$ cat src/rtl/img_pkg.sv
// Shared constants for the image bank writer: FSM states, bank indices and
// default widths.
package img_pkg;

    localparam int RAM_AW_DEF = 17;
    localparam int DIM_W_DEF  = 16;

    typedef enum logic [1:0] {
        IDLE = 2'd0,
        ARM  = 2'd1,
        RECV = 2'd2,
        DONE = 2'd3
    } img_state_t;

    // Bank index is {y[0], x[0]}: E = even, O = odd, row parity first.
    localparam logic [1:0] BANK_EE = 2'd0;
    localparam logic [1:0] BANK_EO = 2'd1;
    localparam logic [1:0] BANK_OE = 2'd2;
    localparam logic [1:0] BANK_OO = 2'd3;

endpackage

$ cat src/rtl/img_bank_addr_gen.sv
// Raster position tracker: holds x, y and the bank row base, and decodes the
// bank, address and row/frame-end flags for the beat currently presented.
module img_bank_addr_gen import img_pkg::*; #(
    parameter int RAM_AW = RAM_AW_DEF,
    parameter int DIM_W  = DIM_W_DEF
) (
    input  logic              clk,
    input  logic              rst,
    input  logic              i_clr,
    input  logic              i_adv,
    input  logic              i_sof,
    input  logic              i_last,
    input  logic [DIM_W-1:0]  i_w,
    input  logic [DIM_W-1:0]  i_h,
    output logic [1:0]        o_bank,
    output logic [RAM_AW-1:0] o_addr,
    output logic              o_row_end,
    output logic              o_len_err,
    output logic              o_frame_end,
    output logic              o_origin
);

    logic [DIM_W-1:0]  r_x, r_y;
    logic [RAM_AW-1:0] r_row_base;
    logic [DIM_W-1:0]  w_ex, w_ey;
    logic [RAM_AW-1:0] w_erb, w_hw;
    logic [DIM_W:0]    w_hw_full;
    logic              w_xmax;

    // A start-of-frame beat is always treated as pixel (0,0).
    assign w_ex      = i_sof ? '0 : r_x;
    assign w_ey      = i_sof ? '0 : r_y;
    assign w_erb     = i_sof ? '0 : r_row_base;

    assign w_hw_full = ({1'b0, i_w} + (DIM_W+1)'(1)) >> 1;
    assign w_hw      = RAM_AW'(w_hw_full);
    assign w_xmax    = (w_ex == i_w - DIM_W'(1));

    assign o_bank      = {w_ey[0], w_ex[0]};
    assign o_addr      = w_erb + RAM_AW'(w_ex >> 1);
    assign o_row_end   = w_xmax || i_last;
    assign o_len_err   = w_xmax != i_last;
    assign o_frame_end = o_row_end && (w_ey == i_h - DIM_W'(1));
    assign o_origin    = (r_x == '0) && (r_y == '0);

    always_ff @(posedge clk or negedge rst) begin
        if (!rst) begin
            r_x        <= '0;
            r_y        <= '0;
            r_row_base <= '0;
        end else if (i_clr) begin
            r_x        <= '0;
            r_y        <= '0;
            r_row_base <= '0;
        end else if (i_adv) begin
            if (o_row_end) begin
                r_x        <= '0;
                r_y        <= w_ey + DIM_W'(1);
                r_row_base <= w_ey[0] ? w_erb + w_hw : w_erb;
            end else begin
                r_x        <= w_ex + DIM_W'(1);
                r_y        <= w_ey;
                r_row_base <= w_erb;
            end
        end
    end

endmodule

$ cat src/rtl/img_bank_writer.sv
// Raster pixel stream to 4-bank 2x2 interleaved RAM writer, publishing the
// count of completed rows for the downstream bilinear reader.
module img_bank_writer import img_pkg::*; #(
    parameter int RAM_AW = RAM_AW_DEF,
    parameter int DIM_W  = DIM_W_DEF
) (
    input  logic              clk,
    input  logic              rst,
    input  logic              start,
    input  logic [31:0]       img0x,
    input  logic [31:0]       img0y,
    input  logic [7:0]        s_tdata,
    input  logic              s_tvalid,
    output logic              s_tready,
    input  logic              s_tuser,
    input  logic              s_tlast,
    output logic              wea1, wea2, wea3, wea4,
    output logic              ena1, ena2, ena3, ena4,
    output logic [RAM_AW-1:0] AA1, AA2, AA3, AA4,
    output logic [7:0]        DA1, DA2, DA3, DA4,
    output logic [31:0]       row_signal,
    output logic              frame_done,
    output logic              err_len
);

    img_state_t              r_state;
    logic                    r_tready;
    logic [DIM_W-1:0]        r_w, r_h;
    logic [3:0]              r_we;
    logic [3:0][RAM_AW-1:0]  r_aa;
    logic [3:0][7:0]         r_da;
    logic [31:0]             r_rows;
    logic                    r_row_end_q, r_frame_done, r_err;

    logic                    w_wr, w_restart;
    logic [1:0]              w_bank;
    logic [RAM_AW-1:0]       w_addr;
    logic                    w_row_end, w_len_err, w_frame_end, w_origin;
    logic                    w_unused;

    assign w_unused = ^{img0x[31:DIM_W], img0y[31:DIM_W], r_state};

    // s_tready is only high in ARM/RECV; in ARM only SOF beats are written.
    assign w_wr      = s_tvalid && r_tready && !start && ((r_state == RECV) || s_tuser);
    assign w_restart = w_wr && (r_state == RECV) && s_tuser && !w_origin;

    img_bank_addr_gen #(.RAM_AW(RAM_AW), .DIM_W(DIM_W)) u_addr (
        .clk         (clk),
        .rst         (rst),
        .i_clr       (start),
        .i_adv       (w_wr),
        .i_sof       (s_tuser),
        .i_last      (s_tlast),
        .i_w         (r_w),
        .i_h         (r_h),
        .o_bank      (w_bank),
        .o_addr      (w_addr),
        .o_row_end   (w_row_end),
        .o_len_err   (w_len_err),
        .o_frame_end (w_frame_end),
        .o_origin    (w_origin)
    );

    always_ff @(posedge clk or negedge rst) begin
        if (!rst) begin
            r_state  <= IDLE;
            r_tready <= 1'b0;
            r_w      <= '0;
            r_h      <= '0;
            r_err    <= 1'b0;
        end else if (start) begin
            r_state  <= ARM;
            r_tready <= 1'b1;
            r_w      <= img0x[DIM_W-1:0];
            r_h      <= img0y[DIM_W-1:0];
            r_err    <= 1'b0;
        end else if (w_wr) begin
            if (w_len_err || w_restart)
                r_err <= 1'b1;
            if (w_frame_end) begin
                r_state  <= DONE;
                r_tready <= 1'b0;
            end else begin
                r_state  <= RECV;
            end
        end
    end

    // Unselected banks keep their last address/data; only the strobe drops.
    always_ff @(posedge clk or negedge rst) begin
        if (!rst) begin
            r_we <= '0;
            r_aa <= '0;
            r_da <= '0;
        end else begin
            r_we <= '0;
            if (w_wr) begin
                r_we[w_bank] <= 1'b1;
                r_aa[w_bank] <= w_addr;
                r_da[w_bank] <= s_tdata;
            end
        end
    end

    always_ff @(posedge clk or negedge rst) begin
        if (!rst) begin
            r_rows       <= '0;
            r_row_end_q  <= 1'b0;
            r_frame_done <= 1'b0;
        end else begin
            r_row_end_q  <= w_wr && w_row_end;
            r_frame_done <= 1'b0;
            if (start || w_restart) begin
                r_rows <= '0;
            end else if (r_row_end_q) begin
                r_rows       <= r_rows + 32'd1;
                r_frame_done <= (r_rows + 32'd1) == {{(32-DIM_W){1'b0}}, r_h};
            end
        end
    end

    assign s_tready   = r_tready;
    assign wea1       = r_we[BANK_EE];
    assign wea2       = r_we[BANK_EO];
    assign wea3       = r_we[BANK_OE];
    assign wea4       = r_we[BANK_OO];
    assign ena1       = r_we[BANK_EE];
    assign ena2       = r_we[BANK_EO];
    assign ena3       = r_we[BANK_OE];
    assign ena4       = r_we[BANK_OO];
    assign AA1        = r_aa[BANK_EE];
    assign AA2        = r_aa[BANK_EO];
    assign AA3        = r_aa[BANK_OE];
    assign AA4        = r_aa[BANK_OO];
    assign DA1        = r_da[BANK_EE];
    assign DA2        = r_da[BANK_EO];
    assign DA3        = r_da[BANK_OE];
    assign DA4        = r_da[BANK_OO];
    assign row_signal = r_rows;
    assign frame_done = r_frame_done;
    assign err_len    = r_err;

endmodule

$ cat config.mk
export PLATFORM = sky130hd
export DESIGN_NAME = img_bank_writer
export DESIGN_NICKNAME = d
export VERILOG_FILES = /design/src/rtl/img_pkg.sv /design/src/rtl/img_bank_addr_gen.sv /design/src/rtl/img_bank_writer.sv
export SDC_FILE = /design/constraint.sdc
export NUM_CORES = 1
export LEC_CHECK = 0
export CORE_MARGIN = 10
export CORE_UTILIZATION = 30
export DETAILED_ROUTE_END_ITERATION = 6
export GPL_ROUTABILITY_DRIVEN = 0
export PLACE_DENSITY = 0.51
export SETUP_SLACK_MARGIN = 0.1
export SYNTH_ARGS = -nofsm -noshare
export SYNTH_HDL_FRONTEND = slang
export SYNTH_SLANG_ARGS = --single-unit
export TNS_END_PERCENT = 30
$ cat constraint.sdc
create_clock -name clk -period 14 [get_ports clk]
set_input_delay 2.8 -clock clk [delete_from_list [all_inputs] [get_ports clk]]
set_output_delay 2.8 -clock clk [all_outputs]
set_load 0.1 [all_outputs]
After elaboration in Yosys (flattened, before gate mapping)
Index checks and enable logic that the tools add are counted.
Widths: inputs -> output; s select.
- word-level logic and storage cells: 94
- bits of input ports: 78
- flip-flop bits (word level): 223
- output and inout bits: 143
- reductions and logical operators: 24
- add/subtract/negate cells: 8
- order comparisons: 2
- mux-type cells: 35
- equal/unequal tests: 5
- operators by type and width (operator ; number):
    $mux 16 ; 8
    $mux 17 ; 6
    $bwmux 68 ; 1
    $mux 32 ; 2
    $demux 17 s2 ; 1
    $add 16x1->16 const B ; 2
    $add 32x1->32 const B ; 1
    $bwmux 32 ; 1
    $eq 16x16->1 ; 2
    $eq 32x16->1 ; 1
    $logic_not 16->1 ; 2
    $sub 16x1->16 const B ; 2
    $add 16x1->17 const B ; 1
    $add 17x15->17 ; 1
    $add 17x16->17 ; 1
    $demux 8 s2 ; 1
    $logic_and 1x1->1 ; 10
    $mux 1 ; 10
    $mux 8 ; 1
    $reduce_bool 2->1 ; 4
    $logic_or 1x1->1 ; 4
    $mux 2 ; 2
    $mux 4 ; 1
    $reduce_and 2->1 ; 2
    other kinds (6) ; 7

Depth between registers and ports, before layout
Gate-level depths: netlist of the first run.
- word-level depth: 10
- gate-level depth with buffers: 19
- mapped depth without buffers: 19

Cells and area by module
Synthesis of the first run repeated with hierarchy kept, for this count alone.
- cells, all modules: 1477
- area total of the unflattened synthesis: 13651.8 um^2
- by module, submodules not included (module ; times used ; area each (um^2) ; seq. area each (um^2) ; cells each):
    img_bank_writer ; 1 ; 7788.7 ; 4354.2 ; 713
    img_bank_addr_gen ; 1 ; 5863.1 ; 1226.2 ; 764

Least setup slack after synthesis of the first run
No wires, ideal clock.
- kind: input port to flip-flop
- start point: in s_tuser
- end point: reg u_addr.r_y[13]
- data required time: 13.879 ns
- stages on the path: 18
- library setup time: 0.121 ns
- path buffers: 2
- arrival time: 6.316 ns
- path slack: 7.563 ns
- cells stage by stage: buf_2 > nor2b_1 > clkbuf_1 > nand3_1 > o21ai_0 > o21ai_1 > o21ai_0 > nand4_1 > or4b_1 > a221o_1 > ha_1 > nor3b_1 > and3_1 > and3_1 > and3_1 > and3_1 > o21ai_0 > a22o_1
- longest elaborated chain between the ends: 6
- elaborated cells between the ends (all ways): 11
- classes of those cells: add/sub: 1; eq/ne: 1; mux: 5; reduce/logical: 4
- RTL lines (what ; line ; text):
    start: declaration ; img_bank_writer.sv:15 ; input logic s_tuser,
    branches (longest 6 deep; another with $add 16x1->16) ; - ;
    end signal: assignment ; img_bank_addr_gen.sv:58 ; r_y <= w_ey + DIM_W'(1);
    end signal: assignment ; img_bank_addr_gen.sv:62 ; r_y <= w_ey;
    end: declaration ; img_bank_addr_gen.sv:23 ; logic [DIM_W-1:0] r_x, r_y;
Several ways; the timed one is not identified. The select of a mux whose other input is x is not followed.
A chain may end at the register's enable or synchronous reset.

Worst setup path after layout of the first run
- start point: in s_tuser
- end point: reg u_addr.r_y[15]
Same word-level chain as after synthesis.

==> out/metrics.cfg, run 1 <==
[run_status]
status = complete, no violations

[synth]
synth_nets = 1604
synth_mux_area_share_pct = 2.85
synth_edf_count = 0
synthFlopType = dfrtp_1
synth.avg_cell_area_um2 = 8.75
synth_compound_area_share_pct = 13.7
yosys.area_share.simple_pct = 23.2
synthAdderAreaFrac_pct = 4.06
yosys_register_bits = 223
ys_warn_count = 0
synth_top_family_by_area = simple AND/OR/NAND/NOR gates
synth-seq-area-share_pct = 43.0
syn_area_um2 = 13000
async_flop_share_pct = 100
synth_cell_types = 73
synth_xor_xnor_area_share_pct = 8.97
syn_inst = 1485

[power]
internal_power_mw = 1.24
clockPowerShare_pct = 46.4
ir_worst_vdd_mv = 0.0864
p_leak_nw = 6.83
seq_power_share_pct = 40.6
p_sw_mw = 0.470
combPwrFrac_pct = 13.1
p_total_mw = 1.71
p_per_area_nw_per_um2 = 105
sw_frac_of_total_pct = 27.5

[die]
rows = 76
die_width_um = 228
io_pins = 221
die_height_um = 228
start_util_pct = 30.2
dieArea_um2 = 52000
core-area_um2 = 43000

[grt]
busiest_layer = met2
grt.total_usage_pct = 14.8
grt_pass1_wl_um = 62700
use_met2_pct = 23.6
grt_pass1_vias = 10700
gr-usage-met3_pct = 2.10
use_met1_pct = 20.6
grt_overflow_total = 0
grt_max_degree = 99
antenna_found_initial = 1

[critical_path]
critPathTopFamily = simple AND/OR/NAND/NOR gates
critPathCaptureType = register
worstPathRequired_ps = 14400
path_cells = buf_2, buf_4, nor2_1, and2_1, or2_0, a211oi_1, a31oi_1, or4b_1, a221o_1, ha_1, nor3b_1, buf_4, and3_1, and3_1, and3_1, and3_1, nand3_1, xor2_1, o21ai_1
cpPeakStageDelay_ps = 540
cp_num_buf_inv = 3
crit_fanout = 33
cp_common_cell = and3_1
r2r_cells = 19
arrival_ps = 7420
crit_cells = 19
worstSetupPathType = in2reg
crit_slowest_cell = or4b_1
start_kind = input pin

[clock_network]
numClockSinks = 223
postCtsSetupRepairBufs = 0
cts_buffers = 27
htree_levels = 1
cts_hold_buf = 0
cts_resized = 0
root_buffer = clkbuf_16
cts_max_path_buffers = 3
clkSlewWorstSetupHoldPaths_ps = 60
cts_tree = built
worstSkewPairLatency_ps = 540

[worst_hold_path]
hp-class = reg2reg
whs_path_depth = 2

[place]
dpl.hpwl_um = 29200
io_buffers = 188

[final_layout]
syn_to_final_growth_pct = 25.4
nNetsFinal = 1745
drive_gt1_share_pct = 6.20
antenna_cells = 0

[sta]
rsz0062_at_grt = false
slew_viol_final = 0
period_share_pct = 50.1
tightest_slew_ps = 1080
fin_setup_tns_ps = 0
max-slew-margin-rel_pct = 27.7
layout_min_cycle_time_ps = 7010
final-setup-viol-count = 0
clock_skew_ps = 10.1
fmax_mhz = 143
final_hold_viol_count = 0

[routing]
drt_first_pass_iters = 5
via_count = 11000
finalWirelength_um = 39700
drt_iter0_drc = 644
wl_per_cell_um = 17.8
ant_nets = 0
via_per_inst = 4.93
remaining_drc_errors = 0

[job]
cap_viol_max_count = 0

==> worst paths after layout <==
kind                                  end    start  slack, ps
max reg2reg                u_addr.r_y[15]   r_w[0]       9240
min in group asynchronous          r_h[4]      rst       2250
max in group asynchronous         AA3[14]      rst       9540
max                        u_addr.r_y[15]  s_tuser       6990
min reg2reg                        DA4[0]   DA4[0]        470
min                                DA4[0]   DA4[0]        470
==> registers in the layout, summed over array words and instances (netlist names), 4 cells and up <==
register           count
u_addr.r_x            16
AA4                   17
u_addr.r_y            16
DA4                    8
DA2                    8
DA3                    8
AA2                   17
DA1                    8
u_addr.r_row_base     17
row_signal            32
r_h                   16
AA3                   17
r_w                   16
AA1                   17
r_we                   4
==> layout make-up <==
type | instances | area, um^2
Multi-Input combinational cell | 1131 | 6860
Timing Repair Buffer | 201 | 1970
Clock buffer | 31 | 701
Sequential cell | 223 | 5580
Tap cell | 585 | 732
Inverter | 42 | 158
Fill cell | 4480 | 26700
Clock inverter | 16 | 285
==> cell usage after synthesis (28+ instances only) <==
cell,instances,area (um^2)
nand2_1,295,1110
dfrtp_1,223,5580
o21ai_0,146,731
xnor2_1,93,815
nor2_1,83,312
clkbuf_1,62,233
a21oi_1,47,235
nor2b_1,44,275
inv_1,41,154
xor2_1,40,350
ha_1,39,488
nand3_1,39,195
nor3_1,28,140
==> worst min-delay path, delay by kind of cell, from the launching register on <==
family	cells	cell delay (ps)
and+or+nand+nor	2	100
DFF	1	340
==> power by group through the flow <==
stage | registers, mW | logic [mW] | clock network [mW]
finish | 0.693 | 0.223 | 0.792
floorplan | 0.754 | 0.0996 | 0
global route | 0.696 | 0.242 | 0.841
global placement | 0.704 | 0.223 | 0
CTS | 0.693 | 0.226 | 0.817
detailed placement | 0.705 | 0.225 | 0
==> layer usage <==
layer | vias up | routed length [um] | part of all wire (%)
li1 | 5404 | - | -
met1 | 5303 | 19200 | 48
met2 | 235 | 18000 | 45
met3 | 37 | 1750 | 4.4
met4 | 2 | 716 | 1.8
met5 | - | 7 | 0.018
==> stage by stage <==
step           util [%]  hold WS (ps)  instances  setup WS, ps  area [um^2]
6_report           37.9           469       2229          6990        16300
3_5_place_dp       35.6           462       2182          6440        15300
3_3_place_gp       35.6           455       2182          6450        15300
4_1_cts            37.9           476       2229          6980        16300
5_1_grt            37.9           494       2229          6500        16300
2_1_floorplan         -           442       1485          7560        13000
==> logic make-up after synthesis <==
kind of cell	Yosys count
buffers and inverters	131
DFF	223
AOI/OAI and AO/OA	294
xor gates and xnor gates	133
muxes	34
adders and majority gates	41
and+or+nand+nor	629
==> cell usage in the layout (no fill, tap or decap), types with 13 or more instances in the layout <==
cell             count
nor2b_1             44
nand3_1             39
xor2_1              40
nor4_1              20
clkbuf_16           27
inv_1               41
nand4_1             26
or3_1               14
mux2_2              23
xnor2_1             93
a21oi_1             47
nand2_1            295
nor2_1              83
dfrtp_1            223
clkdlybuf4s50_1    185
and3_1              26
buf_4               13
o21ai_0            146
nor3_1              28
ha_1                39
No activity file was read; power rests on OpenSTA's default activity.
==> inputs of run 2 (changes only) <==
--- a/config.mk
+++ b/config.mk
@@ -9,7 +9,7 @@
 export CORE_UTILIZATION = 30
 export DETAILED_ROUTE_END_ITERATION = 6
 export GPL_ROUTABILITY_DRIVEN = 0
-export PLACE_DENSITY = 0.51
+export PLACE_DENSITY = 0.53
 export SETUP_SLACK_MARGIN = 0.1
 export SYNTH_ARGS = -nofsm -noshare
 export SYNTH_HDL_FRONTEND = slang
==> constraint.sdc (replaced) <==
create_clock -name clk -period 6.24 [get_ports clk]
set_input_delay 1.248 -clock clk [delete_from_list [all_inputs] [get_ports clk]]
set_output_delay 1.248 -clock clk [all_outputs]
set_load 0.1 [all_outputs]
==> run 2 against run 1 <==
  * Via count up 1.0%
  * Total power up 120%
  * Clock skew up 8.4 ps
  * Setup slack worse by 5600 ps
  * Non-clock buffer count up 5
  * Critical path depth down 2
  * Die area unchanged
  * Final cell count up 0.40%
  * Sequential share of layout area down 0.10 points
  * Critical path type unchanged
  * Critical endpoint is now u_addr.r_y[14]
==> out/metrics.cfg, run 2 (synthesized netlist as in run 1, its figures left out) <==
[power]
p_sw_mw = 1.05  ; was 0.470 mW
clockPowerShare_pct = 45.6  ; was 46.4%
ir_worst_vdd_mv = 0.193  ; was 0.0864 mV
p_per_area_nw_per_um2 = 231  ; was 105 nW/um^2
p_leak_nw = 6.87  ; was 6.83 nW
sw_frac_of_total_pct = 27.9  ; was 27.5%
combPwrFrac_pct = 13.3  ; was 13.1%
seq_power_share_pct = 41.1  ; was 40.6%
internal_power_mw = 2.72  ; was 1.24 mW

[final_layout]
drive_gt1_share_pct = 6.48  ; was 6.20%
stdcell_area_um2 = 16300  ; about the same
finalNonFillerCells = 2238  ; was 2,229
fill_cells = 4395  ; was 4,480
largest_register_ffs = 32  ; unchanged
nNetsFinal = 1751  ; was 1,745
most-common-layout-cells = nand2_1 (295), dfrtp_1 (223), clkdlybuf4s50_1 (185), o21ai_0 (146), xnor2_1 (93)  ; unchanged
final_common_cell = nand2_1  ; unchanged
final_util_pct = 38.0  ; was 37.9%
syn_to_final_growth_pct = 25.8  ; was 25.4%

[sta]
tightest_slew_ps = 1180  ; was 1080 ps
max-slew-margin-rel_pct = 21.2  ; was 27.7%
fin_setup_tns_ps = 0  ; unchanged
period_share_pct = 77.5
final-setup-viol-count = 0  ; unchanged
layout_min_cycle_time_ps = 4840
fmax_mhz = 207
clock_skew_ps = 18.5  ; was 10.1 ps
rsz0062_at_grt = false  ; unchanged
final_hold_viol_count = 0  ; unchanged
slew_viol_final = 0  ; unchanged

[critical_path]
r2r_cells = 18  ; was 19
worstSetupPathType = in2reg  ; unchanged
crit_slowest_cell = or4b_1  ; unchanged
crit_fanout = 14  ; was 33
critPathCaptureType = register  ; unchanged
cp_num_buf_inv = 1  ; was 3
crit_start = s_tuser  ; unchanged
cp_common_cell = and3_1  ; unchanged
r2r_slack_ps = 1440  ; was 9240 ps
reg2reg_to = u_addr.r_y[14]  ; was u_addr.r_y[15]
r2r_start = r_w[0]  ; unchanged
path_cells = buf_2, nor2_1, nor2_1, or2_0, a211oi_1, a31oi_1, or4b_1, a221o_1, ha_1, nor2b_1, nand3_1, nor3_1, and3_1, and3_1, and3_1, o21ai_0, a22o_1  ; was buf_2, buf_4, nor2_1, and2_1, or2_0, a211oi_1, a31oi_1, or4b_1, a221o_1, ha_1, nor3b_1, buf_4, and3_1, and3_1, and3_1, and3_1, nand3_1, xor2_1, o21ai_1
cpPeakStageDelay_ps = 550  ; was 540 ps
arrival_ps = 5280  ; was 7420 ps
critPathTopFamily = simple AND/OR/NAND/NOR gates  ; unchanged
start_kind = input pin  ; unchanged
worstPathRequired_ps = 6680  ; was 14,400 ps

[place]
placed_cells = 2187  ; was 2,182
dpl.hpwl_um = 29400  ; was 29,200 um
place_area_um2 = 15400  ; was 15,300 um^2
io_buffers = 188  ; unchanged

[grt]
gr-usage-met3_pct = 2.42  ; was 2.10%
grt_overflow_total = 0  ; unchanged
grt_max_degree = 132  ; was 99
antenna_found_initial = 0  ; was 1
grt_pass1_wl_um = 63800  ; was 62,700 um
use_met1_pct = 20.7  ; was 20.6%
use_met2_pct = 23.7  ; was 23.6%
grt.total_usage_pct = 14.9  ; was 14.8%
grt_pass1_vias = 11000  ; was 10,700
busiest_layer = met2  ; unchanged

[clock_network]
postCtsSetupRepairBufs = 0  ; unchanged
clkSlewWorstSetupHoldPaths_ps = 60  ; about the same
cts_tree = built  ; unchanged
htree_levels = 1  ; unchanged
worstSkewPairLatency_ps = 570  ; was 540 ps
numClockSinks = 223  ; unchanged
cts_resized = 0  ; unchanged
cts_buffers = 28  ; was 27
root_buffer = clkbuf_16  ; unchanged
cts_max_path_buffers = 3  ; unchanged
cts_hold_buf = 0  ; unchanged

[routing]
finalWirelength_um = 39500  ; was 39,700 um
remaining_drc_errors = 0  ; unchanged
via_count = 11100  ; was 11,000
wl_per_cell_um = 17.7  ; was 17.8 um
via_per_inst = 4.96  ; was 4.93
ant_nets = 0  ; unchanged
drt_first_pass_iters = 5  ; unchanged
drt_iter0_drc = 737  ; was 644

[die]
start_util_pct = 30.2  ; unchanged
rows = 76  ; unchanged
core-area_um2 = 43000  ; unchanged
die_width_um = 228  ; unchanged
die_height_um = 228  ; unchanged
dieArea_um2 = 52000  ; unchanged
io_pins = 221  ; unchanged

[worst_hold_path]
whs_path_depth = 2  ; unchanged
hp-class = reg2reg  ; unchanged
hold_path_end = u_addr.r_row_base[11]  ; was DA4[0]
hold_path.startpoint = u_addr.r_row_base[11]  ; was DA4[0]

[job]
cap_viol_max_count = 0  ; unchanged

[run_status]
status = complete, no violations  ; unchanged

## run 2: cell types whose count changed in the layout (fill, tap and decap cells not counted), moves of 2 or more
cell        delta
buf_4          +4
clkbuf_1       +3
clkbuf_8       +6
bufinv_16      -4
clkinv_2       -4
clkinvlp_4     -2
## run 2: per-stage QoR
step / hold slack (ps) / setup slack, ps / power (mW)
2_1_floorplan: 442 / 1360 / 1.92
3_3_place_gp: 457 / 903 / 2.08
3_5_place_dp: 463 / 851 / 2.08
4_1_cts: 476 / 1430 / 3.84
5_1_grt: 489 / 1030 / 3.94
6_report: 473 / 1400 / 3.77
## run 2: cell type report
class                      instances  area [um^2]  share of cell area [%]
multi-input combinational       1131         6860                    42.0
tap                              585          732                    4.48
timing repair buffer             206         2020                    12.4
sequential                       223         5580                    34.2
clock inverter                     9          164                    1.00
clock buffer                      41          820                    5.02
inverter                          42          158                   0.965
antenna                            1         2.50                  0.0153
## run 2: worst reg2reg max path, cell delays in order (launching register included)
cell	delay [ps]
dfrtp_1	550
inv_1	100
ha_1	300
and4_1	280
and2_1	180
or2_0	230
a211oi_1	230
a31oi_1	60
or4b_1	550
a221o_1	340
ha_1	280
nor2b_1	200
nand3_1	150
nor3_1	280
and3_1	230
and3_1	200
and3_1	180
o21ai_0	100
a22o_1	220
## run 2: metal layers
metal	share of wire, %	wire, um
met1	48	18900
met2	45	18000
met3	4.9	1930
met4	1.9	756
met5	0	0
## run 2: power groups by stage
stage          Clock [mW]  Sequential (mW)  Combinational (mW)
3_3_place_gp            0             1.58               0.502
6_report             1.72             1.55               0.502
4_1_cts              1.78             1.55               0.508
3_5_place_dp            0             1.58               0.506
2_1_floorplan           0             1.69               0.223
5_1_grt              1.83             1.56               0.545
## run 2: worst max path at each step
stage | endpoint | cells past startpoint
6_report | u_addr.r_y[14] | 17
5_1_grt | u_addr.r_y[13] | 18
4_1_cts | u_addr.r_y[14] | 18
3_5_place_dp | u_addr.r_y[13] | 17
3_3_place_gp | u_addr.r_y[13] | 18
2_1_floorplan | u_addr.r_y[13] | 18
==> inputs of run 3 (changes only) <==
==> constraint.sdc (replaced) <==
create_clock -name clk -period 4 [get_ports clk]
set_input_delay 0.8 -clock clk [delete_from_list [all_inputs] [get_ports clk]]
set_output_delay 0.8 -clock clk [all_outputs]
set_load 0.1 [all_outputs]
==> run 3 against run 2 <==
  * Global-route usage is 0.52 points higher
  * Clock power increased by 60%
  * Flip-flop and latch count stayed put
  * Final cell count up 3.1%
  * Wire length is 4.6% higher
  * Register-to-register slack worse by 1400 ps
==> out/metrics.cfg, run 3 (synthesized netlist as in run 1, its figures left out) <==
[critical_path]
cpPeakStageDelay_ps = 480  ; was 550 ps
r2r_slack_ps = 70  ; was 1440 ps
cp_common_cell = and3_4  ; was and3_1
path_cells = nor4_4, and4_4, nor2_2, or2_1, a211oi_2, a31oi_1, or4b_1, a221o_2, ha_4, nor3b_4, and3_4, and3_4, and3_4, and3_4, nand3_2, xor2_1, o21ai_1  ; was buf_2, nor2_1, nor2_1, or2_0, a211oi_1, a31oi_1, or4b_1, a221o_1, ha_1, nor2b_1, nand3_1, nor3_1, and3_1, and3_1, and3_1, o21ai_0, a22o_1
arrival_ps = 4410  ; was 5280 ps
reg2reg_to = u_addr.r_y[15]  ; was u_addr.r_y[14]
crit_slowest_cell = or4b_1  ; unchanged
r2r_start = r_w[5]  ; was r_w[0]
r2r_cells = 17  ; was 18
critPathTopFamily = simple AND/OR/NAND/NOR gates  ; unchanged
start_kind = register  ; was input pin
worstSetupPathType = reg2reg  ; was in2reg
worstPathRequired_ps = 4480  ; was 6680 ps
crit_start = r_w[5]  ; was s_tuser
crit_fanout = 4  ; was 14
critPathCaptureType = register  ; unchanged
cp_num_buf_inv = 0  ; was 1

[grt]
grt_max_degree = 102  ; was 132
grt_pass1_wl_um = 65800  ; was 63,800 um
antenna_found_initial = 0  ; unchanged
grt_overflow_total = 0  ; unchanged
grt_pass1_vias = 11200  ; was 11,000
grt.total_usage_pct = 15.4  ; was 14.9%

[die]
die_height_um = 228  ; unchanged
rows = 76  ; unchanged
io_pins = 221  ; unchanged
core-area_um2 = 43000  ; unchanged
die_width_um = 228  ; unchanged
start_util_pct = 30.2  ; unchanged
dieArea_um2 = 52000  ; unchanged

[final_layout]
nNetsFinal = 1820  ; was 1,751
drive_gt1_share_pct = 12.1  ; was 6.48%
antenna_cells = 0  ; was 1
final_util_pct = 39.7  ; was 38.0%
syn_to_final_growth_pct = 31.2  ; was 25.8%
fill_cells = 4371  ; was 4,395
final_common_cell = nand2_1  ; unchanged
most-common-layout-cells = nand2_1 (295), dfrtp_1 (222), clkdlybuf4s50_1 (185), o21ai_0 (142), xnor2_1 (93)  ; was nand2_1 (295), dfrtp_1 (223), clkdlybuf4s50_1 (185), o21ai_0 (146), xnor2_1 (93)
largest_register_ffs = 32  ; unchanged

[job]
cap_viol_max_count = 0  ; unchanged

[sta]
rsz0062_at_grt = true  ; was false
slew_viol_final = 0  ; unchanged
final_hold_viol_count = 0  ; unchanged
period_share_pct = 98.2
tightest_slew_ps = 1080  ; was 1180 ps
clock_skew_ps = 13.0  ; was 18.5 ps
layout_min_cycle_time_ps = 3930
fmax_mhz = 255
setup_slack_ps = 73.8  ; was 1400 ps
whs_ps = 129  ; was 473 ps
final-setup-viol-count = 0  ; unchanged
max-slew-margin-rel_pct = 27.9  ; was 21.2%

[routing]
via_per_inst = 4.97  ; was 4.96
drt_iter0_drc = 782  ; was 737
remaining_drc_errors = 0  ; unchanged
finalWirelength_um = 41300  ; was 39,500 um
ant_nets = 0  ; unchanged
drt_first_pass_iters = 5  ; unchanged
via_count = 11500  ; was 11,100
wl_per_cell_um = 17.9  ; was 17.7 um

[clock_network]
cts_buffers = 28  ; unchanged
numClockSinks = 223  ; unchanged
cts_max_path_buffers = 3  ; unchanged
clkSlewWorstSetupHoldPaths_ps = 70  ; was 60 ps
htree_levels = 1  ; unchanged
worstSkewPairLatency_ps = 560  ; was 570 ps
root_buffer = clkbuf_16  ; unchanged
cts_tree = built  ; unchanged
cts_hold_buf = 0  ; unchanged

[worst_hold_path]
hp-class = in2async  ; was reg2reg

[place]
place_ws_ps = -314  ; was 851 ps
dpl.hpwl_um = 31000  ; was 29,400 um
io_buffers = 188  ; unchanged

[power]
ir_worst_vdd_mv = 0.346  ; was 0.193 mV
p_leak_nw = 7.23  ; was 6.87 nW
p_per_area_nw_per_um2 = 354  ; was 231 nW/um^2

[run_status]
status = complete, no violations  ; unchanged

## run 3: cell types whose count changed in the layout (fill, tap and decap cells not counted), sizes merged
cell | before | now
buf | 21 | 90
clkbuf | 41 | 37
clkinv | 5 | 8
clkinvlp | 0 | 3
diode | 1 | 0
## run 3: routing by layer
layer	track usage, %	vias up	part of all wire [%]
met5	0	-	0
met3	2.30	38	4.9
met4	3.69	0	1.6
met2	24.5	306	45
met1	21.6	5570	48
li1	-	5559	-
## run 3: worst max-delay path by stage
stage | slack, ps | to | cells after the start
finish | 70 | u_addr.r_y[15] | 17
global route | -140 | u_addr.r_y[15] | 17
CTS | 30 | u_addr.r_y[15] | 17
detailed placement | -310 | u_addr.r_y[15] | 18
global placement | -240 | u_addr.r_y[15] | 19
floorplan | -7 | u_addr.r_y[15] | 19
## run 3: cell type report
| cell class | count | area [um^2] | share of cell area, % |
|---|---|---|---|
| timing repair buffer | 275 | 2540 | 14.9 |
| sequential | 223 | 5580 | 32.8 |
| multi-input combinational | 1131 | 7010 | 41.1 |
| clock buffer | 37 | 826 | 4.85 |
| inverter | 42 | 158 | 0.925 |
| clock inverter | 15 | 190 | 1.12 |
| tap | 585 | 732 | 4.29 |
## run 3: stage by stage
stage               TNS (ps)  cells  total power, mW  area, um^2
CTS                        0   2306             6.11       17000
global route            -433   2308             6.27       17000
detailed placement     -1950   2252             3.30       15900
global placement       -1290   2252             3.29       15900
finish                     0   2308             6.03       17000
floorplan              -7.46   1485             3.00       13100
## run 3: repair_timing
action                     CTS  global route
pin swaps                    8            11
resized for setup            2            11
setup endpoints to repair    5             9
setup buffers                2             2
## run 3: where the power goes
group,internal [mW],total [mW],switching (mW)
registers,2.32,2.40,0.0781
logic,0.287,0.864,0.577
clock network,1.71,2.76,1.06
## run 3: worst reg2reg max path, cell delays in order, from the launching register on
cell      delay (ps)
dfrtp_2          420
nor4_4           280
and4_4           280
nor2_2            50
or2_1            210
a211oi_2         170
a31oi_1           60
or4b_1           480
a221o_2          360
ha_4             200
nor3b_4          180
and3_4           220
and3_4           180
and3_4           180
and3_4           190
nand3_2           80
xor2_1           170
o21ai_1          130
